--- config.mk ---
export PLATFORM = sky130hd
export DESIGN_NAME = alu_div_seq_flat
export DESIGN_NICKNAME = d
export VERILOG_FILES = /design/src/rtl/alu_pkg.sv /design/src/rtl/alu_div_seq_if.sv /design/src/rtl/alu_div_step.sv /design/src/rtl/alu_div_seq.sv /design/src/flat_wrapper.sv
export SDC_FILE = /design/constraint.sdc
export NUM_CORES = 1
export LEC_CHECK = 0
export ABC_CLOCK_PERIOD_IN_PS = 7150
export CAP_MARGIN = 40
export CELL_PAD_IN_SITES_DETAIL_PLACEMENT = 1
export CELL_PAD_IN_SITES_GLOBAL_PLACEMENT = 1
export CORE_MARGIN = 4
export CORE_UTILIZATION = 42
export DETAILED_ROUTE_END_ITERATION = 8
export GPL_ROUTABILITY_DRIVEN = 0
export PLACE_DENSITY = 0.83
export SETUP_SLACK_MARGIN = 0.4
export SYNTH_ARGS = -nofsm -noshare
export SYNTH_HDL_FRONTEND = slang
export SYNTH_SLANG_ARGS = --single-unit
--- constraint.sdc ---
create_clock -name clk -period 7.15 [get_ports clk]
set_input_delay 1.43 -clock clk [delete_from_list [all_inputs] [get_ports clk]]
set_output_delay 1.43 -clock clk [all_outputs]
set_load 0.005 [all_outputs]
--- src/rtl/alu_pkg.sv ---
// Shared ALU definitions: datapath width, divider state encoding, divide-by-zero quotient.
package alu_pkg;

  localparam int ALU_WIDTH = 5;

  typedef enum logic [1:0] {
    IDLE = 2'd0,
    CALC = 2'd1,
    DONE = 2'd2
  } div_state_t;

  localparam logic [ALU_WIDTH-1:0] ALL_ONES = '1;

endpackage

--- src/rtl/alu_div_seq_if.sv ---
// Start/busy/done handshake and operand/result bus between the ALU top-level and the divider.
interface alu_div_seq_if
  import alu_pkg::*;
#(
  parameter int WIDTH = ALU_WIDTH
);

  logic             start;
  logic [WIDTH-1:0] dividend;
  logic [WIDTH-1:0] divisor;
  logic             busy;
  logic             done;
  logic [WIDTH-1:0] quotient;
  logic [WIDTH-1:0] remainder;
  logic             div_by_zero;

  modport master (
    output start, dividend, divisor,
    input  busy, done, quotient, remainder, div_by_zero
  );

  modport slave (
    input  start, dividend, divisor,
    output busy, done, quotient, remainder, div_by_zero
  );

endinterface

--- src/rtl/alu_div_step.sv ---
// One restoring-division iteration: shift {R,Q} left, trial-subtract the divisor, set the quotient bit.
module alu_div_step #(
  parameter int WIDTH = 5
) (
  input  logic [WIDTH-1:0] r,
  input  logic [WIDTH-1:0] q,
  input  logic [WIDTH-1:0] divisor,
  output logic [WIDTH-1:0] r_next,
  output logic [WIDTH-1:0] q_next
);

  logic [WIDTH:0] shifted;
  logic           negative;

  assign shifted  = {r, q[WIDTH-1]};
  // Trial result is negative exactly when the shifted remainder is below the divisor.
  assign negative = (shifted < {1'b0, divisor});
  assign r_next   = negative ? shifted[WIDTH-1:0] : WIDTH'(shifted - {1'b0, divisor});
  assign q_next   = {q[WIDTH-2:0], ~negative};

endmodule

--- src/rtl/alu_div_seq.sv ---
// Sequential unsigned restoring divider, one quotient bit per clock.
// Optional build macro ALU_DIV_EARLY_EXIT_EN: finish immediately when divisor > dividend.
module alu_div_seq
  import alu_pkg::*;
#(
  parameter int WIDTH = ALU_WIDTH
) (
  input  logic         clk,
  input  logic         rst_n,
  alu_div_seq_if.slave bus
);

  localparam int CNT_W = $clog2(WIDTH + 1);

  div_state_t       state, state_next;
  logic [WIDTH-1:0] r, q, div_reg;
  logic [WIDTH-1:0] r_step, q_step;
  logic [WIDTH-1:0] quo, rem;
  logic [CNT_W-1:0] cnt;
  logic             dbz, busy, done;
  logic             accept, zero_div, early;

  // A start in DONE is accepted so the ALU can issue back-to-back divisions.
  assign accept   = bus.start && (state != CALC);
  assign zero_div = (bus.divisor == '0);
`ifdef ALU_DIV_EARLY_EXIT_EN
  assign early    = (bus.divisor > bus.dividend);
`else
  assign early    = 1'b0;
`endif

  alu_div_step #(.WIDTH(WIDTH)) u_step (
    .r       (r),
    .q       (q),
    .divisor (div_reg),
    .r_next  (r_step),
    .q_next  (q_step)
  );

  always_ff @(posedge clk) begin
    if (!rst_n) state <= IDLE;
    else        state <= state_next;
  end

  always_comb begin
    state_next = state;
    unique case (state)
      IDLE, DONE: begin
        if (accept) state_next = (zero_div || early) ? DONE : CALC;
        else        state_next = IDLE;
      end
      CALC:    if (cnt == CNT_W'(1)) state_next = DONE;
      default: state_next = IDLE;
    endcase
  end

  always_comb begin
    busy = (state == CALC);
    done = (state == DONE);
  end

  always_ff @(posedge clk) begin
    if (!rst_n) begin
      r       <= '0;
      q       <= '0;
      div_reg <= '0;
      cnt     <= '0;
      quo     <= '0;
      rem     <= '0;
      dbz     <= 1'b0;
    end else if (state == CALC) begin
      r   <= r_step;
      q   <= q_step;
      cnt <= cnt - CNT_W'(1);
      if (cnt == CNT_W'(1)) begin
        quo <= q_step;
        rem <= r_step;
        dbz <= 1'b0;
      end
    end else if (accept) begin
      div_reg <= bus.divisor;
      if (zero_div) begin
        quo <= ALL_ONES;
        rem <= bus.dividend;
        dbz <= 1'b1;
      end else if (early) begin
        quo <= '0;
        rem <= bus.dividend;
        dbz <= 1'b0;
      end else begin
        r   <= '0;
        q   <= bus.dividend;
        cnt <= CNT_W'(WIDTH);
      end
    end
  end

  assign bus.busy        = busy;
  assign bus.done        = done;
  assign bus.quotient    = quo;
  assign bus.remainder   = rem;
  assign bus.div_by_zero = dbz;

endmodule

--- src/flat_wrapper.sv ---
// flat-port wrapper written by rule: the top's interface ports become plain ports
module alu_div_seq_flat import alu_pkg::*;
#(
  parameter int WIDTH = ALU_WIDTH
)
  (clk, rst_n, bus_start, bus_dividend, bus_divisor, bus_busy, bus_done, bus_quotient, bus_remainder, bus_div_by_zero);
  alu_div_seq_if #(.WIDTH(WIDTH)) bus_i ();
  input  logic clk;
  input  logic rst_n;
  input wire logic [$bits(bus_i.start)-1:0] bus_start;
  input wire logic [$bits(bus_i.dividend)-1:0] bus_dividend;
  input wire logic [$bits(bus_i.divisor)-1:0] bus_divisor;
  output wire logic [$bits(bus_i.busy)-1:0] bus_busy;
  output wire logic [$bits(bus_i.done)-1:0] bus_done;
  output wire logic [$bits(bus_i.quotient)-1:0] bus_quotient;
  output wire logic [$bits(bus_i.remainder)-1:0] bus_remainder;
  output wire logic [$bits(bus_i.div_by_zero)-1:0] bus_div_by_zero;
  assign bus_i.start = bus_start;
  assign bus_i.dividend = bus_dividend;
  assign bus_i.divisor = bus_divisor;
  assign bus_busy = bus_i.busy;
  assign bus_done = bus_i.done;
  assign bus_quotient = bus_i.quotient;
  assign bus_remainder = bus_i.remainder;
  assign bus_div_by_zero = bus_i.div_by_zero;
  alu_div_seq #(.WIDTH(WIDTH)) u_core (.clk(clk), .rst_n(rst_n), .bus(bus_i));
endmodule
==> flow_summary.yaml <==
status:
  status: "completed"
power:
  switching_share_pct: 28.26
  power.leakage_nw: 0.7177
  power_frac_seq_pct: 46.0
  p_clk_share_pct: 32.4
  p_sw_uw: 118.9
  internal-power_uw: 301.8
  ir_drop_mv: 0.09979
  combPwrFrac_pct: 21.6
  power_density_mw_per_mm2: 222.4
setup_path:
  worst_path_largest_cell_delay_ps: 570
  crit_family: "simple AND/OR/NAND/NOR gates"
  path_cells: "clkdlybuf4s50_1 > or4_4 > nor4b_4 > or2_1 > o221a_2"
  cp.arrival_ps: 3650
  r2r_slack_ps: 4490
  critPathCaptureType: "flop"
  critPathMaxFanout: 10
  critPathLaunch: "bus_divisor[0]"
  worstReg2RegStart: "u_core.q[4]"
  worstSetupStartpointType: "input pin"
  path_class: "in2reg"
  worst_path_max_delay_cell: "or4_4"
  cp.buffers_inverters: 1
  crit_required_ps: 7370
clock_tree:
  tritoncts: "yes"
  htreeDepth: 2
  clk_path_buf_depth: 2
  root_buffer: "clkbuf_8"
  hold_buffers: 0
  cts_resized: 0
  numCtsBuffers: 5
  clock_sinks: 31
  clkTransAtPathRegs_ps: 60
  insertion_delay_ps: 280
  postCtsSetupBuffers: 0
drt:
  drt_iter0_markers: 79
  vias_per_cell: 5.661
  wl_per_cell_um: 17.23
  met1_length_mm: 1.848
  antenna_left: 0
  maxUsedRoutingLayer: "met4"
  drtPass1Iterations: 4
  wirelength_mm: 4.169
  dr_wl_met3_um: 135
  wl_met2_mm: 2.143
  post-route-drc-count: 0
  num_vias: 1370
global_route:
  grt.total_usage_pct: 20.13
  grt_pass1_wl_mm: 7.017
  grt_max_degree: 36
  grt_remaining_overflow: 0
  grt_pass1_vias: 1546
  antenna_found_initial: 0
synth:
  syn_nets: 196
  ys_seq_area_share_pct: 39.81
  synth.avg_cell_area_um2: 8.909
  synth_seq_cells: 31
  synth_ff_type: "dfxtp_1"
  synthCells: 175
  ys_types: 46
  async_flop_share_pct: 0
  synth-warning-count: 0
  synth_edf_count: 0
  synthesis.area_mm2: 0.001559
layout:
  drive_gt1_share_pct: 9.184
  final_nets: 217
  utilization_pct: 54.55
  nFillCells: 408
  finalInstanceArea_mm2: 0.001892
  stdcell_count: 242
  syn2layout_area_growth_pct: 21.35
  antennaDiodeCount: 0
flow_run:
  max-cap-violations: 0
floorplan:
  die_area_mm2: 0.004751
  die_h_um: 68.93
  die_w_um: 68.93
  fp-row-count: 21
  core_mm2: 0.003468
  start_util_pct: 44.95
  io-pin-count: 26
sta:
  fin_skew_ps: 4.712
  slew_violations: 0
  finalCritPeriodShare_pct: 47.95
  final-setup-viol-count: 0
  tightestPinTransition_ps: 808.0
  rsz0062_at_grt: "no"
  holdWs_ps: 455.2
  setup_tns_ps: 0
  clock.fmax_ghz: 0.2917
  slew_headroom_pct: 46.12
  min_period_ps: 3428
  hold_viol: 0
placement:
  port_buffers: 25
  placed_area_mm2: 0.001804
  dpl.cell_count: 235
  hpwl_mm: 2.982
hold_path:
  hold_path.class: "reg2reg"
  min_from: "u_core.div_reg[4]"
==> routing by layer <==
layer	vias up	global-route usage (%)
li1	677	-
met1	661	22.70
met2	26	35.83
met3	6	5.024
met4	0	8.273
met5	-	0
==> path summary, 6_finish.rpt <==
path	cells past startpoint	end
max reg2reg	8	u_core.bus.remainder[2]
min reg2reg	2	u_core.div_reg[4]
min	2	u_core.div_reg[4]
max	5	u_core.bus.quotient[1]
==> power groups by stage <==
stage	Clock [mW]	Combinational, mW	Sequential [mW]
floorplan	0	0.0607	0.195
detailed placement	0	0.0897	0.197
finish	0.136	0.0908	0.194
CTS	0.141	0.0911	0.194
global placement	0	0.0847	0.196
global route	0.148	0.101	0.195
==> cell families (layout without fill, tap and decap cells) <==
kind of cell,count (synthesis),after routing,share of synthesized area [%]
xor+xnor,1,1,0.5619
fa+ha+maj,8,8,6.902
flops,31,31,39.81
mux,8,8,5.297
simple gates,56,56,19.02
buf+inv,22,43,6.901
compound gates,49,49,21.51
==> cells in the final DEF (no fill, tap or decap), types with 2 or more instances in the layout <==
| master | synthesis | routed |
|---|---|---|
| o21a_1 | 2 | 2 |
| o21ai_0 | 5 | 5 |
| a21oi_1 | 18 | 18 |
| clkdlybuf4s50_1 | 0 | 25 |
| o221a_2 | 3 | 3 |
| a32oi_1 | 2 | 2 |
| dfxtp_1 | 31 | 31 |
| a311oi_1 | 5 | 5 |
| mux2i_1 | 6 | 6 |
| clkbuf_8 | 0 | 6 |
| inv_1 | 9 | 9 |
| nor2_1 | 8 | 8 |
| nand2_1 | 17 | 17 |
| nor3_1 | 8 | 8 |
| a31oi_1 | 3 | 3 |
| nand3_1 | 10 | 10 |
| ha_1 | 7 | 7 |
| mux2_2 | 2 | 2 |
| a21o_1 | 2 | 2 |
==> through the flow <==
stage               worst slack, ps  power [mW]
detailed placement             3440      0.2871
finish                         3722      0.4207
floorplan                      4289      0.2561
global route                   3589      0.4441
global placement               3487      0.2811
CTS                            3726      0.4257
==> synth_stat cells (3+ instances only) <==
library cell,count,area share [%]
inv_1,9,2.2
o21ai_0,5,1.6
o221a_2,3,2.2
dfxtp_1,31,40
ha_1,7,5.6
a311oi_1,5,2.8
a31oi_1,3,1.2
mux2i_1,6,3.9
nor3_1,8,2.6
nand3_1,10,3.2
nand2_1,17,4.1
nor2_1,8,1.9
clkbuf_1,6,1.4
a21oi_1,18,5.8
==> worst min-delay path, stage by stage (launching register included) <==
cell and delay (ps):
dfxtp_1 310, nand2_1 50, a21oi_1 50
==> area by class of cell <==
class	instances	area, um2	area share (%)
timing repair buffer	26	257.7	13.62
sequential	31	620.6	32.80
clock buffer	6	82.58	4.365
inverter	10	37.54	1.984
tap	46	57.56	3.042
multi-input combinational	122	830.8	43.92
clock inverter	1	5.005	0.2646
Note: power is estimated with default switching activity, not from simulation.
